`src/rtl/ret_stack_ctrl.sv`:
```
// Return-address stack for the next-PC path: pushes call_pc+4 on CALL, exposes the
// top entry combinationally and pops it on RET; overflow/underflow freeze the stack.
module ret_stack_ctrl #(
    parameter int DEPTH = 8,
    parameter int PTR_W = 3
) (
    input  logic             clk,
    input  logic             rst,
    input  logic             call_en,
    input  logic             ret_en,
    input  logic             stall,
    input  logic [18:0]      call_pc,
    input  logic             err_clr,
    output logic [18:0]      stk_ret_inst,
    output logic [PTR_W:0]   depth,
    output logic             empty,
    output logic             full,
    output logic             overflow,
    output logic             underflow
);

    typedef enum logic [1:0] {
        S_EMPTY   = 2'd0,
        S_PARTIAL = 2'd1,
        S_FULL    = 2'd2,
        S_ERROR   = 2'd3
    } state_t;

    localparam logic [PTR_W:0] SP_MAX = (PTR_W+1)'(DEPTH);

    state_t         state;
    logic [PTR_W:0] sp;
    logic [18:0]    mem [DEPTH];

    logic           push;
    logic           pop;
    logic [PTR_W:0] sp_inc;
    logic [PTR_W:0] sp_dec;
    logic [18:0]    push_val;

    // CALL wins over RET, matching the PC select priority
    assign push     = call_en & ~stall;
    assign pop      = ret_en & ~call_en & ~stall;
    assign sp_inc   = sp + 1'b1;
    assign sp_dec   = sp - 1'b1;
    assign push_val = call_pc + 19'd4;

    assign depth        = sp;
    assign empty        = (sp == '0);
    assign full         = (sp == SP_MAX);
    assign stk_ret_inst = (sp != '0) ? mem[sp_dec[PTR_W-1:0]] : '0;

    always_ff @(posedge clk) begin
        if (rst && push && (state == S_EMPTY || state == S_PARTIAL)) begin
            mem[sp[PTR_W-1:0]] <= push_val;
        end
    end

    always_ff @(posedge clk) begin
        if (!rst) begin
            state     <= S_EMPTY;
            sp        <= '0;
            overflow  <= 1'b0;
            underflow <= 1'b0;
        end else begin
            case (state)
                S_EMPTY: begin
                    if (push) begin
                        sp    <= sp_inc;
                        state <= (sp_inc == SP_MAX) ? S_FULL : S_PARTIAL;
                    end else if (pop) begin
                        underflow <= 1'b1;
                        state     <= S_ERROR;
                    end
                end
                S_PARTIAL: begin
                    if (push) begin
                        sp    <= sp_inc;
                        state <= (sp_inc == SP_MAX) ? S_FULL : S_PARTIAL;
                    end else if (pop) begin
                        sp    <= sp_dec;
                        state <= (sp_dec == '0) ? S_EMPTY : S_PARTIAL;
                    end
                end
                S_FULL: begin
                    if (push) begin
                        overflow <= 1'b1;
                        state    <= S_ERROR;
                    end else if (pop) begin
                        sp    <= sp_dec;
                        state <= (sp_dec == '0) ? S_EMPTY : S_PARTIAL;
                    end
                end
                S_ERROR: begin
                    // sp is frozen here, so the exit state is recovered from it
                    if (err_clr) begin
                        overflow  <= 1'b0;
                        underflow <= 1'b0;
                        if (sp == '0)
                            state <= S_EMPTY;
                        else if (sp == SP_MAX)
                            state <= S_FULL;
                        else
                            state <= S_PARTIAL;
                    end
                end
                default: state <= S_EMPTY;
            endcase
        end
    end

endmodule

```
`config.mk`:
```
export PLATFORM = sky130hd
export DESIGN_NAME = ret_stack_ctrl
export DESIGN_NICKNAME = d
export VERILOG_FILES = /design/src/rtl/ret_stack_ctrl.sv
export SDC_FILE = /design/constraint.sdc
export NUM_CORES = 1
export LEC_CHECK = 0
export CAP_MARGIN = 10
export CORE_MARGIN = 1
export CORE_UTILIZATION = 50
export DETAILED_ROUTE_END_ITERATION = 12
export GPL_ROUTABILITY_DRIVEN = 0
export PLACE_DENSITY = 0.7
export SLEW_MARGIN = 25
export SYNTH_ARGS = -nofsm -noshare
export SYNTH_HDL_FRONTEND = slang
export SYNTH_SLANG_ARGS = --single-unit
export TNS_END_PERCENT = 100
```
`constraint.sdc`:
```
create_clock -name clk -period 5.8 [get_ports clk]
set_input_delay 0.58 -clock clk [delete_from_list [all_inputs] [get_ports clk]]
set_output_delay 0.58 -clock clk [all_outputs]
set_load 0.05 [all_outputs]
```
# Yosys cells after proc, flatten, opt, wreduce, memory -nomap -nowiden
# Memory sizes are Yosys's and may differ from the RTL's.
# Index checks and enable logic that the tools add are counted.
# totals
ff_bits	8
ram_bits	152
input_bits	25
latchBits	0
memories	1
rom_bits	0
out_inout_bits	27
word_cells	64
# mem_list
memory	words	width	rd	rd_ports_with_merged_regs	wr	line_no	source
mem	8	19	1	0	1	33	logic [18:0] mem [DEPTH];
# classes
eq_ne	12
n_reduce_logical	14
add_sub_neg	3
magnitude_cmp	0
muxes	25
n_bitwise	5
div_mod_pow	0
multipliers	0
n_shift	0
# op_table
cell	count
19-bit by 3-bit adder with 19-bit output (second input constant)	1
19-bit 2-to-1 mux	1
2-bit 2-to-1 mux	9
4-bit 2-to-1 mux	4
2-bit != test (second input constant)	6
4-bit case mux with 3 select lines	1
4-bit == test (second input constant)	2
4-bit logical NOT	2
2-bit case mux with 4 select lines	1
1-bit 2-to-1 mux	7
3-bit AND reduction	2
4-bit by 1-bit adder with 4-bit output (second input constant)	1
2-bit == test (second input constant)	2
1-bit case mux with 2 select lines	2
4-bit AND reduction	1
2-bit nonzero test	2
4-bit nonzero test	1
4-bit by 1-bit subtractor with 4-bit output (second input constant)	1
1-bit AND	3
3-bit != test (second input constant)	1
3-bit nonzero test	1
2-bit by 1-bit == test with 1-bit output (second input constant)	1
1-bit logical AND	2
2-bit logical NOT	1
other kinds (3)	4

# Longest topological paths before layout
# Gate-level depths: netlist of run 1.
# depth
word_depth	6
ltp_mapped	9
mapped_depth_nobuf	7

# Worst setup path after synthesis of run 1
# Ideal clock, no wire load.
# synth_path
path_type	flip-flop to output port
start	register sp[0] (netlist: depth[0])
end	output port stk_ret_inst[10]
stages_incl_launch_ff	9
path_slack_ns	2.170
arrival_ns	3.050
t_required_ns	5.220
path_cell_list	dfxtp_1 -> buf_2 -> buf_4 -> inv_1 -> ha_1 -> nor2b_1 -> nor2b_1 -> clkbuf_1 -> a21oi_1
# synth_between
elab_chain_len	3
elab_cells_between_ends	4
classes_between	add/sub: 1; mux: 1; reduce/logical: 1; memory: 1
# synth_lines
item	line_no	source
start: declaration	32	logic [PTR_W:0] sp;
start signal: assignment	69	sp <= sp_inc;
start signal: assignment	78	sp <= sp_inc;
start signal: assignment	81	sp <= sp_dec;
4-bit by 1-bit subtractor with 4-bit output	45	assign sp_dec = sp - 1'b1;
memory 8 x 19 bit	n/a	
19-bit 2-to-1 mux (*)	51	assign stk_ret_inst = (sp != '0) ? mem[sp_dec[PTR_W-1:0]] : '0;
end: declaration	14	output logic [18:0] stk_ret_inst,
# Mark *: on every way between the ends. The rest lies on a longest branch, timed or not.

# Worst setup path after layout of run 1
# layout_path
start	register sp[1] (netlist: depth[1])
end	output port stk_ret_inst[17]
# The elaborated chain is that of the path after synthesis.

==> results of run 1 <==
worst max-delay path, stage by stage, from the launching register on:
cell             delay [ns]
dfxtp_1                0.56
inv_1                  0.15
ha_1                   0.71
buf_4                  0.48
mux4_2                 0.28
nand2_1                0.06
a21oi_1                0.24
clkdlybuf4s50_1        0.85
layout make-up:
class / instances / area share [%]
clock buffer: 21 / 5.38
tap: 176 / 2.69
clock inverter: 11 / 1.71
timing repair buffer: 64 / 7.43
multi-input combinational: 231 / 24.8
inverter: 5 / 0.229
sequential: 160 / 57.8
how the worst min path moves through the flow:
stage / startpoint / to / slack, ns / cells past startpoint
6_report: overflow / overflow / 0.48 / 2
3_3_place_gp: overflow / overflow / 0.47 / 2
2_1_floorplan: state[1] / state[1] / 0.55 / 2
4_1_cts: overflow / overflow / 0.49 / 2
5_1_grt: overflow / overflow / 0.52 / 2
3_5_place_dp: overflow / overflow / 0.48 / 2
per-layer routing:
metal / vias up / share of wire [%] / wire [um] / track usage, %
li1: 1748 / - / - / -
met1: 1995 / 43 / 6090 / 29.0
met2: 109 / 50 / 7060 / 34.5
met3: 14 / 4.8 / 671 / 4.93
met4: 0 / 1.4 / 195 / 8.54
met5: - / 0 / 0 / 0
synth_stat cells (2+ instances only):
cell,n,share of area (%)
nor3_1,4,0.29
and4_1,2,0.26
mux4_2,38,13
clkbuf_2,2,0.15
nor2_1,12,0.66
nand4_1,4,0.37
nand2b_1,2,0.18
o221ai_1,2,0.26
buf_2,7,0.51
edfxtp_1,152,67
nand2_1,58,3.2
xor2_1,3,0.38
a21boi_0,2,0.22
a21oi_1,27,2.0
nor3b_1,2,0.22
o211ai_1,2,0.22
buf_4,5,0.55
nand3_1,11,0.81
clkbuf_1,8,0.44
nor2b_1,6,0.55
xnor2_1,17,2.2
ha_1,8,1.5
and3_1,3,0.27
o22ai_1,4,0.37
inv_1,5,0.27
dfxtp_1,8,2.3
o21ai_0,8,0.59
per-stage QoR:
stage	power [mW]	std cells
finish	3.79	668
global route	3.96	668
CTS	3.82	668
global placement	2.71	636
floorplan	2.35	418
detailed placement	2.72	636
sequential cells by signal, indices dropped and copies added, names as in the netlist:
register,flops
underflow,1
depth,4
mem,152
overflow,1
state,2
logic make-up after synthesis:
logic type,count (synthesis),synth area share (%)
adders and majority gates,8,1.46
muxes,39,12.7
DFF,160,69.1
AOI/OAI and AO/OA,55,4.87
xor gates and xnor gates,20,2.56
buffers and inverters,27,1.92
and+or+nand+nor,109,7.36
power by group through the flow:
| stage | sequential [mW] | combinational, mW | clock (mW) |
|---|---|---|---|
| 4_1_cts | 1.32 | 1.38 | 1.12 |
| 2_1_floorplan | 1.37 | 0.978 | 0 |
| 6_report | 1.32 | 1.36 | 1.10 |
| 3_5_place_dp | 1.35 | 1.37 | 0 |
| 5_1_grt | 1.33 | 1.47 | 1.16 |
| 3_3_place_gp | 1.35 | 1.36 | 0 |
==> out/metrics.yaml, run 1 <==
rsz0062_at_grt: "no"
cts_buffer_depth: 2
hold_class: "reg -> reg"
multi_input_area_um2: 2030
skew_ns: 0.00592
core_um2: 13300
synth_nets: 451
final_util_pct: 61.5
whs_ns: 0.485
wl_mm: 14.0
drtIter0Drc: 410
grt_pass1_vias: 3823
first_pass_iters: 5
nNetsFinal: 512
diodes: 0
grt_use_total_pct: 21.6
initial_utilization_pct: 51.4
num_rows: 42
ys_types: 43
crit_fanout: 26
switching_share_pct: 33.6
cap_violations: 0
nFillCells: 956
cts_resized: 0
relSlewSlack_pct: 43.6
ys_async_sr_fraction_pct: 0
hpwl_mm: 8.41
yosysSeqAreaShare_pct: 69.1
tns_ns: 0
clk_pin_slew_ns: 0.06
ys_warn_count: 0
status: "finished clean"
io_pins: 52
syn_to_final_growth_pct: 19.7
syn_area_um2: 6830
clkPwrFrac_pct: 29.0
seqPwrFrac_pct: 35.0
final_max_slew_viol_count: 0
cp.arrival_ns: 3.77
postSynthAreaPerCell_um2: 16.3
viasPerCell: 5.79
synth_cells: 418
cts_setup_buffers: 0
synth_edf_count: 152
final_common_cell: "edfxtp_1"
tightestPinTransition_ns: 0.847
r2r_slack_ns: 3.05
cp-start-kind: "flip-flop"
clock.fmax_mhz: 230
setup_viol: 0
io_buffers: 51
cts_tree: "done"
die-width_um: 119
htreeDepth: 4
die_area_um2: 14100
hold_buffers: 0
wl_per_cell_um: 21.0
p_switching_mw: 1.27
setup.worst_path.start: "depth[1]"
post-route-period-util_pct: 75.1
fin_area_um2: 8180
power.internal_mw: 2.51
final-hold-violation-count: 0
cts_buffers: 17
dp_slack_ns: 1.91
cts.sink_count: 160
endpoint: "stk_ret_inst[17]"
ir_drop_uv: 235
grt-ovfl-total: 0
crit_type: "reg -> out"
post-route-drc-count: 0
crit_path_end_kind: "output port"
cts_root_buf: "clkbuf_16"
fin_ws_ns: 1.45
seq_area_um2: 4730
synth_top_flop_cell: "edfxtp_1"
reg2regPathDepth: 4
clock_latency_ns: 0.42
place_area_um2: 7590
antenna_found_initial: 0
grt_max_degree: 47
cellLeakagePower_nw: 2.58
min_period_ns: 4.35
power_density_nw_per_um2: 463
rr_endpoint: "mem[3][6]"
required_ns: 5.22
grt_pass1_wl_mm: 21.9
final_cell_mix: "edfxtp_1 (152), nand2_1 (58), clkdlybuf4s50_1 (51), mux4_2 (38), a21oi_1 (27)"
vias: 3866
ys_ff_latch: 160
rr_startpoint: "depth[0]"
drtAntennaViolNets: 0
combPwrFrac_pct: 36.0
chipHeight_um: 119
layout-drive-gt1-share_pct: 19.1
Note: power is estimated with default switching activity, not from simulation.
==> inputs of run 2 (changes only) <==
- clock period: 5.8 -> 4.35 ns (I/O delays scaled with it)
==> out/metrics.yaml, run 2 (same netlist as run 1, synthesis figures left out) <==
max_stage_delay_ns: 0.92
clk_pin_slew_ns: 0.06
io_pins: 52
largest_reg_flops: 152
cp.arrival_ns: 3.07
first_pass_iters: 4
status: "finished clean"
cp.depth: 5
cap_violations: 0
final-hold-violation-count: 0
crit_type: "reg -> out"
power.internal_mw: 3.46
final_max_slew_viol_count: 0
crit_path_end_kind: "output port"
cts.sink_count: 160
place_area_um2: 7730
cts_tree: "done"
min_period_ns: 3.50
cts_root_buf: "clkbuf_16"
finalPower_mw: 5.19
antenna_found_initial: 0
cts_resized: 0
ir_drop_uv: 450
required_ns: 3.91
crit_slowest_cell: "clkdlybuf4s50_1"
syn_to_final_growth_pct: 21.5
grt_pass1_vias: 3984
layout-drive-gt1-share_pct: 22.9
final_cell_mix: "edfxtp_1 (152), nand2_1 (58), mux4_2 (38), clkdlybuf4s50_1 (32), a21oi_1 (27)"
seqPwrFrac_pct: 34.0
rsz0062_at_grt: "no"
post-route-period-util_pct: 80.5
grt_max_degree: 47
p_switching_mw: 1.73
busiest_layer: "met2"
crit_buf_inv: 2
cts_buffer_depth: 2
nFillCells: 965
final_common_cell: "edfxtp_1"
met1_usage_pct: 26.3
reg2regPathDepth: 4
post-route-drc-count: 0
clkPwrFrac_pct: 28.3
grt-ovfl-total: 0
cellLeakagePower_nw: 2.67
drtIter0Drc: 278
cts_setup_buffers: 0
drtAntennaViolNets: 0
core_um2: 13300
wl_mm: 13.8
initial_utilization_pct: 51.4
die-width_um: 119
clock_latency_ns: 0.42
num_rows: 42
setup_viol: 0
skew_ns: 0.00460
io_buffers: 51
viasPerCell: 5.73
power_density_nw_per_um2: 625
tns_ns: 0
hpwl_mm: 8.51
hold_buffers: 0
relSlewSlack_pct: 42.2
whs_ns: 0.493
nNetsFinal: 510
path_cells: "inv_1, ha_1, nor2b_1, nor2b_2, clkdlybuf4s50_1"
switching_share_pct: 33.4
diodes: 0
cp-start-kind: "flip-flop"
hold_depth: 2
tightestPinTransition_ns: 0.862
clock.fmax_mhz: 285
wl_per_cell_um: 20.8
chipHeight_um: 119
cp_top_family: "buffers and inverters"
crit_fanout: 11
htreeDepth: 4
grt_util_met2_pct: 36.4
vias: 3812
combPwrFrac_pct: 37.7
grt_use_total_pct: 21.3
grt_pass1_wl_mm: 21.9
met3_usage_pct: 4.60
cts_buffers: 17
fin_area_um2: 8300
die_area_um2: 14100
hold_class: "reg -> reg"
-- run 2: cell count changes in the layout (fill, tap and decap cells not counted) --
| cell | previous run | this run |
|---|---|---|
| clkbuf_1 | 4 | 3 |
| clkinvlp_4 | 2 | 0 |
| nor3_4 | 1 | 0 |
| inv_6 | 0 | 1 |
| nor3_2 | 1 | 2 |
| buf_4 | 13 | 16 |
| buf_12 | 0 | 14 |
| clkinv_2 | 2 | 4 |
| xor2_2 | 1 | 0 |
| xor2_4 | 0 | 1 |
| clkdlybuf4s50_1 | 51 | 32 |
| nor2_4 | 0 | 2 |
| clkinv_1 | 2 | 1 |
| nor2_2 | 7 | 5 |
-- run 2: worst paths after layout --
kind	startpoint	to	slack (ns)
setup reg to reg	depth[0]	mem[3][5]	1.55
hold / removal	overflow	overflow	0.49
hold reg to reg	overflow	overflow	0.49
setup / recovery	depth[1]	empty	0.85
-- run 2: power by group through the flow --
stage | Clock, mW | Combinational [mW] | Sequential [mW]
after floorplan | 0 | 1.30 | 1.83
after global placement | 0 | 1.96 | 1.79
after detailed placement | 0 | 1.98 | 1.80
after CTS | 1.49 | 1.99 | 1.76
after global routing | 1.53 | 2.10 | 1.77
final | 1.47 | 1.96 | 1.76
-- run 2: area by class of cell --
cell class	count	area, um^2	area share (%)
well taps	176	220	2.65
multi-input cells	231	2040	24.6
repair buffers	62	721	8.68
inverters	5	18.8	0.226
flip-flops and latches	160	4730	56.9
clock buffers	20	437	5.26
clock inverters	11	140	1.69
-- run 2: metrics by stage --
step / setup slack (ns) / std cells / util, %
finish: 0.847 / 665 / 62.5
global route: 0.688 / 665 / 62.5
CTS: 0.828 / 665 / 62.5
detailed placement: 1.29 / 634 / 58.1
global placement: 1.36 / 634 / 58.0
floorplan: 0.865 / 418 / -
-- run 2: worst register-to-register path, stage by stage (launching register included) --
cell and delay, ns:
dfxtp_2 0.33, buf_4 0.66, nand3_1 0.49, nor2_2 0.64, buf_4 0.36
-- run 2: routing by layer --
| metal | wire [um] | share of wire (%) | up-vias |
|---|---|---|---|
| met2 | 7210 | 52 | 109 |
| met5 | 0 | 0 | - |
| li1 | - | - | 1749 |
| met3 | 681 | 4.9 | 18 |
| met4 | 227 | 1.6 | 0 |
| met1 | 5690 | 41 | 1936 |
